[src/rtl/fetch_stage.sv]
// ---------------------------------------------------------------------------
// fetch_stage
//
// Purpose:
//   Instruction fetch stage. It holds the PC, presents it to the instruction
//   cache, and waits for the cache's registered hit/data response. A fetched
//   word goes into a one-entry output register that decode drains with a
//   valid/ready handshake. A redirect (branch, jump or exception) overrides
//   everything: it reloads the PC and flushes the output register.
//
//   Two-state FSM:
//     SETTLE : the PC changed on the last edge, so ic_hit/ic_data still refer
//              to the old address and are ignored.
//     CHECK  : ic_hit/ic_data refer to the current PC. A hit is consumed when
//              the output slot is free. A miss holds the PC.
//
// Optional build macro:
//   FETCH_PERF_EN - adds the fetch_count and miss_cycles performance counters
//                   and their output ports.
//
// Ports:
//   clk          in   1   rising-edge clock
//   reset        in   1   asynchronous, active-low reset
//   ic_address   out  32  fetch address, always equal to the PC register
//   ic_data      in   32  instruction word for the previous cycle's address
//   ic_hit       in   1   hit for the previous cycle's address
//   redirect     in   1   redirect request (highest priority)
//   redirect_pc  in   32  redirect target (bits [1:0] ignored)
//   out_valid    out  1   output register holds an instruction
//   out_ready    in   1   decode accepts the output this cycle
//   out_instr    out  32  fetched instruction
//   out_pc       out  32  address of out_instr
//   fetch_count  out  32  [FETCH_PERF_EN] instructions loaded into the output
//   miss_cycles  out  32  [FETCH_PERF_EN] CHECK cycles spent on a miss
// ---------------------------------------------------------------------------
module fetch_stage #(
    parameter logic [31:0] RESET_PC = 32'h0040_0000
) (
    input  logic        clk,
    input  logic        reset,
    output logic [31:0] ic_address,
    input  logic [31:0] ic_data,
    input  logic        ic_hit,
    input  logic        redirect,
    input  logic [31:0] redirect_pc,
    output logic        out_valid,
    input  logic        out_ready,
    output logic [31:0] out_instr,
    output logic [31:0] out_pc
`ifdef FETCH_PERF_EN
    ,
    output logic [31:0] fetch_count,
    output logic [31:0] miss_cycles
`endif
);

    typedef enum logic {
        SETTLE = 1'b0,
        CHECK  = 1'b1
    } state_t;

    localparam logic [31:0] RESET_PC_ALIGNED = {RESET_PC[31:2], 2'b00};

    state_t      state_q,     state_d;
    logic [31:0] pc_q,        pc_d;
    logic        out_valid_q, out_valid_d;
    logic [31:0] out_instr_q, out_instr_d;
    logic [31:0] out_pc_q,    out_pc_d;

    logic slot_free;
    logic load;
    logic miss;

    // Targets are word aligned, so the two low bits of redirect_pc are dropped.
    logic unused_redirect_lsbs;
    assign unused_redirect_lsbs = ^redirect_pc[1:0];

    // The slot can take a new word if it is empty or is being drained now.
    assign slot_free = !out_valid_q || out_ready;
    assign load      = !redirect && (state_q == CHECK) && ic_hit && slot_free;
    assign miss      = !redirect && (state_q == CHECK) && !ic_hit;

    always_comb begin
        state_d     = state_q;
        pc_d        = pc_q;
        out_valid_d = out_valid_q;
        out_instr_d = out_instr_q;
        out_pc_d    = out_pc_q;

        if (redirect) begin
            // Flush the slot even if decode is not ready: the word is stale.
            pc_d        = {redirect_pc[31:2], 2'b00};
            out_valid_d = 1'b0;
            state_d     = SETTLE;
        end else if (load) begin
            out_instr_d = ic_data;
            out_pc_d    = pc_q;
            out_valid_d = 1'b1;
            pc_d        = pc_q + 32'd4;   // wraps modulo 2^32
            state_d     = SETTLE;
        end else begin
            if (out_valid_q && out_ready) begin
                out_valid_d = 1'b0;
            end
            // SETTLE always advances; CHECK holds on a miss or a full slot.
            state_d = CHECK;
        end
    end

    always_ff @(posedge clk or negedge reset) begin
        if (!reset) begin
            state_q     <= SETTLE;
            pc_q        <= RESET_PC_ALIGNED;
            out_valid_q <= 1'b0;
            out_instr_q <= 32'd0;
            out_pc_q    <= 32'd0;
        end else begin
            state_q     <= state_d;
            pc_q        <= pc_d;
            out_valid_q <= out_valid_d;
            out_instr_q <= out_instr_d;
            out_pc_q    <= out_pc_d;
        end
    end

    assign ic_address = pc_q;
    assign out_valid  = out_valid_q;
    assign out_instr  = out_instr_q;
    assign out_pc     = out_pc_q;

`ifdef FETCH_PERF_EN
    logic [31:0] fetch_count_q, fetch_count_d;
    logic [31:0] miss_cycles_q, miss_cycles_d;

    always_comb begin
        fetch_count_d = fetch_count_q;
        miss_cycles_d = miss_cycles_q;
        if (load) begin
            fetch_count_d = fetch_count_q + 32'd1;
        end
        if (miss) begin
            miss_cycles_d = miss_cycles_q + 32'd1;
        end
    end

    always_ff @(posedge clk or negedge reset) begin
        if (!reset) begin
            fetch_count_q <= 32'd0;
            miss_cycles_q <= 32'd0;
        end else begin
            fetch_count_q <= fetch_count_d;
            miss_cycles_q <= miss_cycles_d;
        end
    end

    assign fetch_count = fetch_count_q;
    assign miss_cycles = miss_cycles_q;
`else
    logic unused_miss;
    assign unused_miss = miss;
`endif

endmodule

[config.mk]
export PLATFORM = sky130hd
export DESIGN_NAME = fetch_stage
export DESIGN_NICKNAME = d
export VERILOG_FILES = /design/src/rtl/fetch_stage.sv
export SDC_FILE = /design/constraint.sdc
export NUM_CORES = 1
export LEC_CHECK = 0
export CAP_MARGIN = 20
export CORE_ASPECT_RATIO = 1.2
export CORE_UTILIZATION = 39
export CTS_CLUSTER_DIAMETER = 60
export DETAILED_ROUTE_END_ITERATION = 12
export GPL_TIMING_DRIVEN = 0
export PLACE_DENSITY = 0.86
export SLEW_MARGIN = 0
export SYNTH_ARGS = -nofsm -noshare
export SYNTH_HDL_FRONTEND = slang
export SYNTH_SLANG_ARGS = --single-unit
export TNS_END_PERCENT = 100
[constraint.sdc]
create_clock -name clk -period 1.9 [get_ports clk]
set_input_delay 0.285 -clock clk [delete_from_list [all_inputs] [get_ports clk]]
set_output_delay 0.285 -clock clk [all_outputs]
set_load 0.02 [all_outputs]
==> results.cfg <==
[die]
fp.dieW_um = 96.2
dieArea_mm2 = 0.0111
core_mm2 = 0.0102
ios = 166
die_y_um = 115
rows = 40
start_util_pct = 40.9

[synth]
ys_top_cells_by_area = dfrtp_1 (56%), mux2_2 (17%), nand2_1 (3.6%), o21ai_0 (2.8%), xnor2_1 (2.7%)
synth_edf_count = 0
synth_common_cells = dfrtp_1 (93), mux2_2 (63), nand2_1 (40)
synthSimpleGateAreaFrac_pct = 13.7
ys.warnings.count = 0
yosysTopAreaCell = dfrtp_1
synth_cell_types = 36
synth_mux_area_share_pct = 17.6
synth_top_area_share_pct = 56.0
synth_fa_ha_area_share_pct = 0.301
synth-async-reset-ratio_pct = 100
synth-seq-cells = 94
syn_area_mm2 = 0.00415
synth_xor_xnor_area_share_pct = 5.06
synth.most_common_cell = dfrtp_1
avgSynthCellArea_um2 = 11.9
synth-compound-area-share_pct = 4.07
synth_ff_type = dfrtp_1
synth_cells = 349
synth_top_family_by_area = multiplexers
seq_area_frac_synth_pct = 56.7

[clocking]
cts_sinks = 94
clk_pin_slew_ns = 0.06
clockBufferDepth = 2
worstSkewPairLatency_ns = 0.33
cts_made_buffers = 9
root_buffer = clkbuf_16
cts_tree = built
cts_htree_levels = 3

[power]
pwr-share-comb_pct = 32.8
power_leakage_nw = 2.61
fin_total_pwr_w = 0.00636
pwr-share-clk_pct = 25.2
ir_drop_uv = 462
powerDensity_mw_per_mm2 = 991
p_sw_w = 0.00195
internal_power_w = 0.00440
p_sw_share_pct = 30.7
seq_power_share_pct = 41.9

[grt]
track_usage_pct = 20.9
antenna_found_initial = 0
grt_pass1_vias = 3544
grt_max_degree = 68
grt.overflow.total = 0
grt_pass1_wl_mm = 17.5

[drt]
firstDrtPassIters = 5
drt_iter0_markers = 111
vias = 3493
wirelength_mm = 11.3
detail-route-antenna-nets = 0
wire_per_inst_um = 17.0
drc_errors = 0
vias_per_cell = 5.25

[sta]
skew_ns = 0.00738
hold_viol = 0
rsz0062_at_grt = yes
finalCritPeriodShare_pct = 103
final_period_minus_worst_setup_slack_ns = 1.96
worst_slew_pin_slew_ns = 0.510
setup_viol_count_final = 4
whs_ns = 0.424
worst_slack_ns = -0.0607
slew_violations = 0
slew-limit-headroom_pct = 65.9
max_freq_mhz = 510

[final_layout]
fin_area_mm2 = 0.00641
fin_nets = 605
antennaDiodeCount = 0
drive_gt1_share_pct = 24.3
area_growth_pct = 54.4

[critical_path]
critPathLaunchType = flop
r2r_start = ic_address[2]
cp.required_ns = 2.17
worstRegToRegCells = 6
crit_type = flop to flop
worstPathMaxFanout = 5
regToRegSetupSlack_ns = -0.06
critical_path_arrival_ns = 2.23
end_kind = flop
reg2reg_to = ic_address[28]

[outcome]
status = finished with violations
violations = negative setup slack

[job]
cap_violations = 0

[place]
dp_hpwl_mm = 8.19
port-buffer-count = 158
routabilityCongestion = 0.789
placed_area_mm2 = 0.00597

[worst_hold_path]
hold_class = input pin to asynchronous set/reset pin
-- how the worst max path moves through the flow --
stage / start / endpoint / slack, ns / cells after the start
3_3_place_gp: reset / ic_address[3] / -3.19 / 1
6_report: ic_address[2] / ic_address[28] / -0.06 / 6
5_1_grt: ic_address[2] / ic_address[31] / -0.1 / 6
3_5_place_dp: ic_hit / out_pc[12] / -0.89 / 6
4_1_cts: ic_address[3] / ic_address[28] / -0.04 / 6
2_1_floorplan: ic_address[2] / ic_address[26] / -0.14 / 7
-- layer usage --
metal,routed length (µm),up-vias,track usage [%],part of all wire [%]
met5,0,-,0,0
met4,261,0,7.96,2.3
met3,729,22,5.09,6.5
met2,5940,144,36.2,53
met1,4370,1734,24.9,39
li1,-,1593,-,-
-- flip-flops by register name, indices dropped and copies added (netlist names) --
signal / flops
out_instr: 32
ic_address: 30
out_valid: 1
out_pc: 30
state_q: 1
-- worst max-delay path: stages, from the launching register on --
cell	delay (ns)
dfrtp_2	0.40
ha_4	0.15
and3_4	0.22
nand2_4	0.07
or4_4	0.55
or4_4	0.43
nand3_2	0.07
-- power by group through the flow --
stage	Combinational, W	Clock, W	Sequential (W)
CTS	0.00209	0.00164	0.00267
floorplan	0.000474	0	0.00315
global placement	0.00201	0	0.00268
finish	0.00209	0.00160	0.00267
detailed placement	0.00205	0	0.00271
global route	0.00221	0.00173	0.00272
-- through the flow --
step | setup TNS (ns) | std cells | util (%) | worst slack (ns)
2_1_floorplan | -2.18 | 352 | - | -0.143
3_3_place_gp | -329.98 | 636 | 58.4 | -3.19
3_5_place_dp | -41.18 | 638 | 58.7 | -0.893
4_1_cts | -0.108 | 660 | 62.4 | -0.0444
5_1_grt | -0.424 | 665 | 63.1 | -0.0959
6_report | -0.159 | 665 | 63.1 | -0.0607
-- layout make-up --
cell class | count | area [µm²]
sequential | 94 | 2370
inverter | 3 | 11.3
clock buffer | 11 | 233
multi-input combinational | 235 | 1800
buffer | 19 | 97.6
timing repair buffer | 173 | 1720
tap | 126 | 158
fill | 789 | 3750
clock inverter | 4 | 25.0
-- kinds of logic after synthesis --
| family | count (synthesis) |
|---|---|
| simple gates | 110 |
| fa+ha+maj | 1 |
| flops | 94 |
| buf+inv | 23 |
| other cells | 1 |
| compound gates | 31 |
| mux | 65 |
| xor+xnor | 24 |
-- timing repair --
item                       4_1_cts  5_1_grt
setup endpoints to repair       68       32
pin swaps                        3        3
hold endpoints to repair        27        0
hold buffers                     1        0
setup buffers                    7        5
resized for setup               20       10
cloned                           0        0
-- placed cells by master (no fill, tap or decap), drive strengths merged, types with 2 or more instances in the layout --
cell type / synthesis / final
clkdlybuf4s50: 0 / 156
dfrtp: 93 / 93
mux2: 63 / 63
nand2: 41 / 41
buf: 9 / 24
o21ai: 23 / 23
clkbuf: 11 / 21
xnor2: 13 / 13
nand3: 13 / 13
xor2: 11 / 11
nand4: 8 / 8
and3: 8 / 8
nor2: 7 / 7
nor3: 7 / 7
nor4: 7 / 7
or4: 5 / 5
nor2b: 4 / 4
a22oi: 4 / 4
conb: 1 / 4
and4: 4 / 4
and2: 3 / 3
inv: 3 / 3
a21oi: 2 / 2
mux2i: 2 / 2
clkinvlp: 0 / 2
clkinv: 0 / 2
(Power assumes the default switching activity.)
